$ cat src/rtl/mem_arbiter.sv
// Arbitrates one single-port memory between instruction fetch and the load/store
// port: data has priority, bounded by a streak limit so a waiting fetch is served.
module mem_arbiter #(
   parameter int DATA_WIDTH   = 32,
   parameter int ADDR_WIDTH   = 32,
   parameter int MAX_D_STREAK = 4
) (
   input  logic                  clk,
   input  logic                  rst_n,
   input  logic                  i_if_req,
   input  logic [ADDR_WIDTH-1:0] i_if_addr,
   output logic                  o_if_done,
   output logic [DATA_WIDTH-1:0] o_if_rdata,
   input  logic                  i_d_req,
   input  logic                  i_d_we,
   input  logic [ADDR_WIDTH-1:0] i_d_addr,
   input  logic [DATA_WIDTH-1:0] i_d_wdata,
   input  logic [2:0]            i_d_addrctl,
   output logic                  o_d_done,
   output logic [DATA_WIDTH-1:0] o_d_rdata,
   output logic                  o_d_err,
   output logic                  o_mem_req,
   output logic                  o_mem_we,
   output logic [ADDR_WIDTH-1:0] o_mem_addr,
   output logic [3:0]            o_mem_be,
   output logic [DATA_WIDTH-1:0] o_mem_wdata,
   input  logic                  i_mem_ready,
   input  logic [DATA_WIDTH-1:0] i_mem_rdata,
   output logic                  o_stall
);

   // state    | meaning
   // S_IDLE   | no access in flight; arbitrate between pending requests
   // S_BUSY_I | fetch access issued, waiting for i_mem_ready
   // S_BUSY_D | load/store access issued, waiting for i_mem_ready
   // S_DONE_I | o_if_done pulse cycle
   // S_DONE_D | o_d_done pulse cycle (also used for rejected data accesses)
   typedef enum logic [2:0] {S_IDLE, S_BUSY_I, S_BUSY_D, S_DONE_I, S_DONE_D} state_t;

   localparam int            SW         = $clog2(MAX_D_STREAK + 1);
   localparam logic [SW-1:0] STREAK_MAX = SW'(MAX_D_STREAK);

   state_t                r_state, w_state_nxt;
   logic [SW-1:0]         r_streak, w_streak_nxt;
   logic                  r_mem_req, w_mem_req_nxt;
   logic                  r_mem_we, w_mem_we_nxt;
   logic [ADDR_WIDTH-1:0] r_mem_addr, w_mem_addr_nxt;
   logic [3:0]            r_mem_be, w_mem_be_nxt;
   logic [DATA_WIDTH-1:0] r_mem_wdata, w_mem_wdata_nxt;
   logic                  r_if_done, w_if_done_nxt;
   logic [DATA_WIDTH-1:0] r_if_rdata, w_if_rdata_nxt;
   logic                  r_d_done, w_d_done_nxt;
   logic                  r_d_err, w_d_err_nxt;
   logic [DATA_WIDTH-1:0] r_d_rdata, w_d_rdata_nxt;
   logic [1:0]            r_lo, w_lo_nxt;
   logic [2:0]            r_ctl, w_ctl_nxt;

   logic                  w_grant_d;
   logic                  w_d_bad;
   logic [3:0]            w_st_be;
   logic [DATA_WIDTH-1:0] w_st_data;
   logic [DATA_WIDTH-1:0] w_shifted;
   logic [DATA_WIDTH-1:0] w_ld_data;
   logic                  w_unused;

   // fetch addresses are treated as word addresses; the byte offset is dropped
   assign w_unused = ^i_if_addr[1:0];

   always_comb begin
      w_d_bad   = 1'b0;
      w_st_be   = 4'hF;
      w_st_data = i_d_wdata;
      case (i_d_addrctl)
         3'b000: begin
            w_st_be   = 4'b0001 << i_d_addr[1:0];
            w_st_data = {4{i_d_wdata[7:0]}};
         end
         3'b001: begin
            w_d_bad   = i_d_addr[0];
            w_st_be   = 4'b0011 << i_d_addr[1:0];
            w_st_data = {2{i_d_wdata[15:0]}};
         end
         3'b010:  w_d_bad = |i_d_addr[1:0];
         3'b100:  w_d_bad = i_d_we;
         3'b101:  w_d_bad = i_d_we | i_d_addr[0];
         default: w_d_bad = 1'b1;
      endcase
   end

   always_comb begin
      w_shifted = i_mem_rdata >> {r_lo, 3'b000};
      case (r_ctl)
         3'b000:  w_ld_data = {{24{w_shifted[7]}}, w_shifted[7:0]};
         3'b001:  w_ld_data = {{16{w_shifted[15]}}, w_shifted[15:0]};
         3'b100:  w_ld_data = {24'b0, w_shifted[7:0]};
         3'b101:  w_ld_data = {16'b0, w_shifted[15:0]};
         default: w_ld_data = w_shifted;
      endcase
   end

   // fetch only overrides data once the streak has reached its limit
   assign w_grant_d = i_d_req && !(i_if_req && (r_streak == STREAK_MAX));

   always_comb begin
      w_state_nxt     = r_state;
      w_streak_nxt    = i_if_req ? r_streak : '0;
      w_mem_req_nxt   = r_mem_req;
      w_mem_we_nxt    = r_mem_we;
      w_mem_addr_nxt  = r_mem_addr;
      w_mem_be_nxt    = r_mem_be;
      w_mem_wdata_nxt = r_mem_wdata;
      w_lo_nxt        = r_lo;
      w_ctl_nxt       = r_ctl;
      w_if_done_nxt   = 1'b0;
      w_d_done_nxt    = 1'b0;
      w_d_err_nxt     = 1'b0;
      w_if_rdata_nxt  = r_if_rdata;
      w_d_rdata_nxt   = r_d_rdata;
      case (r_state)
         S_IDLE: begin
            if (w_grant_d) begin
               w_streak_nxt = i_if_req ? r_streak + 1'b1 : '0;
               if (w_d_bad) begin
                  w_state_nxt   = S_DONE_D;
                  w_d_done_nxt  = 1'b1;
                  w_d_err_nxt   = 1'b1;
                  w_d_rdata_nxt = '0;
               end else begin
                  w_state_nxt     = S_BUSY_D;
                  w_mem_req_nxt   = 1'b1;
                  w_mem_we_nxt    = i_d_we;
                  w_mem_addr_nxt  = {i_d_addr[ADDR_WIDTH-1:2], 2'b00};
                  w_mem_be_nxt    = i_d_we ? w_st_be : 4'hF;
                  w_mem_wdata_nxt = i_d_we ? w_st_data : '0;
                  w_lo_nxt        = i_d_addr[1:0];
                  w_ctl_nxt       = i_d_addrctl;
               end
            end else if (i_if_req) begin
               w_state_nxt     = S_BUSY_I;
               w_streak_nxt    = '0;
               w_mem_req_nxt   = 1'b1;
               w_mem_we_nxt    = 1'b0;
               w_mem_addr_nxt  = {i_if_addr[ADDR_WIDTH-1:2], 2'b00};
               w_mem_be_nxt    = 4'hF;
               w_mem_wdata_nxt = '0;
            end
         end
         S_BUSY_I: begin
            if (i_mem_ready) begin
               w_state_nxt    = S_DONE_I;
               w_mem_req_nxt  = 1'b0;
               w_if_done_nxt  = 1'b1;
               w_if_rdata_nxt = i_mem_rdata;
            end
         end
         S_BUSY_D: begin
            if (i_mem_ready) begin
               w_state_nxt   = S_DONE_D;
               w_mem_req_nxt = 1'b0;
               w_d_done_nxt  = 1'b1;
               w_d_rdata_nxt = r_mem_we ? '0 : w_ld_data;
            end
         end
         S_DONE_I, S_DONE_D: w_state_nxt = S_IDLE;
         default:            w_state_nxt = S_IDLE;
      endcase
   end

   always_ff @(posedge clk or negedge rst_n) begin
      if (!rst_n) begin
         r_state     <= S_IDLE;
         r_streak    <= '0;
         r_mem_req   <= 1'b0;
         r_mem_we    <= 1'b0;
         r_mem_addr  <= '0;
         r_mem_be    <= 4'h0;
         r_mem_wdata <= '0;
         r_lo        <= 2'b00;
         r_ctl       <= 3'b000;
         r_if_done   <= 1'b0;
         r_if_rdata  <= '0;
         r_d_done    <= 1'b0;
         r_d_err     <= 1'b0;
         r_d_rdata   <= '0;
      end else begin
         r_state     <= w_state_nxt;
         r_streak    <= w_streak_nxt;
         r_mem_req   <= w_mem_req_nxt;
         r_mem_we    <= w_mem_we_nxt;
         r_mem_addr  <= w_mem_addr_nxt;
         r_mem_be    <= w_mem_be_nxt;
         r_mem_wdata <= w_mem_wdata_nxt;
         r_lo        <= w_lo_nxt;
         r_ctl       <= w_ctl_nxt;
         r_if_done   <= w_if_done_nxt;
         r_if_rdata  <= w_if_rdata_nxt;
         r_d_done    <= w_d_done_nxt;
         r_d_err     <= w_d_err_nxt;
         r_d_rdata   <= w_d_rdata_nxt;
      end
   end

   assign o_mem_req   = r_mem_req;
   assign o_mem_we    = r_mem_we;
   assign o_mem_addr  = r_mem_addr;
   assign o_mem_be    = r_mem_be;
   assign o_mem_wdata = r_mem_wdata;
   assign o_if_done   = r_if_done;
   assign o_if_rdata  = r_if_rdata;
   assign o_d_done    = r_d_done;
   assign o_d_err     = r_d_err;
   assign o_d_rdata   = r_d_rdata;
   assign o_stall     = (i_if_req & ~r_if_done) | (i_d_req & ~r_d_done);

endmodule
$ cat config.mk
export PLATFORM = sky130hd
export DESIGN_NAME = mem_arbiter
export DESIGN_NICKNAME = d
export VERILOG_FILES = /design/src/rtl/mem_arbiter.sv
export SDC_FILE = /design/constraint.sdc
export NUM_CORES = 1
export LEC_CHECK = 0
export CAP_MARGIN = 25
export CORE_ASPECT_RATIO = 0.6
export CORE_MARGIN = 5
export CORE_UTILIZATION = 44
export CTS_CLUSTER_SIZE = 12
export DETAILED_ROUTE_END_ITERATION = 10
export HOLD_SLACK_MARGIN = 0.15
export PLACE_DENSITY = 0.8
export SYNTH_ARGS = -nofsm -noshare
export SYNTH_HDL_FRONTEND = slang
export SYNTH_SLANG_ARGS = --single-unit
$ cat constraint.sdc
create_clock -name clk -period 2.6 [get_ports clk]
set_input_delay 0.52 -clock clk [delete_from_list [all_inputs] [get_ports clk]]
set_output_delay 0.52 -clock clk [all_outputs]
set_load 0.02 [all_outputs]
==> out/metrics.cfg <==
[synthesis]
synth_fa_ha_area_share_pct=0.362
synth_top_family_by_area=multiplexers
synthFlopType=dfrtp_1
synthMuxAreaShare_pct=24.2
synth_seq_area_share_pct=52.9
synth_edf_count=0
synth_area_sq_um=6910
synthSimpleGateAreaFrac_pct=5.60
synth_cells=542
synthXorXnorAreaFrac_pct=0.127
ys_types=53
syn_avg_cell_area_sq_um=12.7
async_flop_share_pct=100
synth-seq-cells=146
synth_compound_area_share_pct=13.4
ys_warn_count=0

[clocking]
cts_root_buf=clkbuf_16
clk_path_buf_depth=2
htreeDepth=4
cts_buffers=17
cts_setup_buffers=0
cts.sinks=146
clk_latency_ns=0.41
cts.clk_slew.worst_paths_ns=0.06
cts_tree=done

[power]
switchingPower_mw=4.54
seqPwrFrac_pct=31.2
p_leak_nw=4.43
comb_power_share_pct=48.7
p_int_mw=7.69
peakVddDrop_mv=0.682
switching_share_pct=37.1
power_density_nw_per_um2=1150
clockPowerShare_pct=20.0

[floorplan]
num_rows=35
die_w_um=172
ioPinCount=275
start_util_pct=44.9
core_sq_um=15400
die-area_sq_um=18400
die-height_um=107

[final_layout]
drive_gt1_share_pct=24.3
ff_latch_area_sq_um=3650
num_antenna_cells=0
nets=965
final_util_pct=69.0
area_growth_pct=53.6
fill_cells=1085
multiInputGateArea_sq_um=3040

[sta]
hold_viol=0
finClkSkew_ns=0.0124
min_period_ns=2.50
fmax_mhz=399
setup_viol=0
worst_pin_slew_ns=0.946
rsz0062_at_grt=false
whs_ns=0.491
fin_crit_sh_pct=96.3
maxSlewViolCount=0
setup_tns_ns=0
max_slew_margin_pct=36.8

[setup_path]
worstSetupEndpointType=primary output
arrival_ns=1.98
crit_type=input port to primary output
crit_fanout=4
crit_required_ns=2.08
startpoint_type=input port

[global_route]
track_usage_pct=24.3
overflow=0
grt_pass1_wl_mm=34.7
grt_pass1_vias=6136
antenna_found_initial=0
grt_max_degree=70

[placed_design]
post-dp-hpwl_mm=17.0
gp_congestion=0.851
port_buffers=270

[detailed_routing]
vias=5776
routed_wirelength_mm=22.3
viasPerCell=5.54
wire_per_inst_um=21.4
ant_nets=0
post-route-drc-count=0
drt_iter0_drc=434
first_pass_iters=5

[outcome]
status=finished clean

[flow_run]
max-cap-violations=0

[hold_path]
hold_path.class=flop to flop

[cells in the mapped netlist (all sizes together), types with 5 or more instances]
master / instances / area, sq um
dfrtp: 146 / 3650
mux2: 118 / 1330
mux2i: 32 / 320
o21ai: 28 / 140
clkbuf: 26 / 98.8
o2bb2ai: 25 / 219
a221o: 16 / 173
buf: 16 / 97.6
nor2: 16 / 60.1
nand2: 15 / 56.3
a21oi: 14 / 70.1
inv: 9 / 33.8
o31ai: 9 / 67.6
a22o: 8 / 70.1
nand3b: 8 / 60.1
o211ai: 8 / 60.1
a211oi: 7 / 52.6
nand3: 5 / 25.0
[per-layer routing]
layer	wire (um)	GRT usage (%)
met5	0	0
met4	351	6.45
met3	2010	7.30
met2	10200	36.8
met1	9780	34.3
[metrics by stage]
stage / worst slack (ns) / cell area (sq um) / power (mW) / std cells
floorplan: 0.408 / 6910 / 6.96 / 543
global placement: 0.0740 / 10000 / 9.62 / 1009
detailed placement: -0.000185 / 10000 / 9.80 / 1009
CTS: 0.103 / 10600 / 12.3 / 1042
global route: 0.0505 / 10600 / 12.8 / 1042
finish: 0.0967 / 10600 / 12.2 / 1042
[final timing paths]
check / endpoint / slack (ns) / from / cells after the start
max: o_stall / 0.1 / i_if_req / 4
min: o_mem_wdata[25] / 0.49 / o_mem_wdata[25] / 1
max reg2reg: o_d_rdata[25] / 0.38 / r_state[0] / 6
min reg2reg: o_mem_wdata[25] / 0.49 / o_mem_wdata[25] / 1
max in group asynchronous: o_mem_addr[26] / 1.18 / rst_n / 3
min in group asynchronous: o_if_rdata[30] / 0.67 / rst_n / 2
[sequential cells by signal, indices dropped and copies added (netlist names)]
signal	cells
r_state	3
o_if_rdata	32
o_d_err	1
r_ctl	3
o_mem_addr	30
o_mem_wdata	32
r_streak	3
o_d_done	1
o_mem_be	4
o_mem_req	1
o_mem_we	1
o_d_rdata	32
r_lo	2
o_if_done	1
[cell type report]
class / count / area share, %
repair buffers: 306 / 28.7
clock inverters: 13 / 1.42
clock buffers: 19 / 4.08
flip-flops and latches: 146 / 34.4
inverters: 9 / 0.319
well taps: 203 / 2.39
multi-input cells: 346 / 28.7
[cell usage in the layout, fill, tap and decap left out, types with 2 or more instances in the layout]
cell,count
nor2_1,14
nor3b_1,2
mux2i_1,32
a221o_2,10
bufinv_16,2
a221o_1,6
clkdlybuf4s50_1,269
inv_1,8
nand3_1,5
a211oi_1,7
o2111ai_1,3
dfrtp_1,146
a22o_1,8
clkinv_4,3
o31ai_1,9
nor2_2,2
a21oi_1,14
buf_12,5
o211ai_1,8
nand2_1,15
mux2_2,118
clkbuf_16,17
ha_1,2
buf_4,30
nand4_1,2
inv_6,5
o2bb2ai_1,25
clkinvlp_4,2
and2_1,2
nand3b_1,8
o21ai_0,27
conb_1,2
nor2b_1,3
clkbuf_1,2
[power groups by stage]
stage	registers, mW	clock network [mW]	logic (mW)
floorplan	4.81	0	2.14
global placement	3.77	0	5.85
detailed placement	3.83	0	5.96
CTS	3.82	2.50	5.99
global route	3.94	2.61	6.29
finish	3.82	2.45	5.96
[kinds of logic after synthesis]
logic type | after synthesis
AND/OR/NAND/NOR | 66
AO/OA/AOI/OAI | 124
other | 1
adder cells (fa/ha/maj) | 2
multiplexers | 151
buffers and inverters | 51
flip-flops | 146
XOR/XNOR | 1
[worst max-delay path, cell delays in order]
cell and delay [ns]:
clkdlybuf4s50_1 0.58, inv_1 0.09, o22ai_1 0.17, clkdlybuf4s50_1 0.62
[repair_timing]
action | CTS | global route
resized for setup | 0 | 0
hold buffers | 1 | 0
endpoints found under the setup margin | 0 | 0
endpoints found under the hold margin | 37 | 0
(Power assumes the default switching activity.)
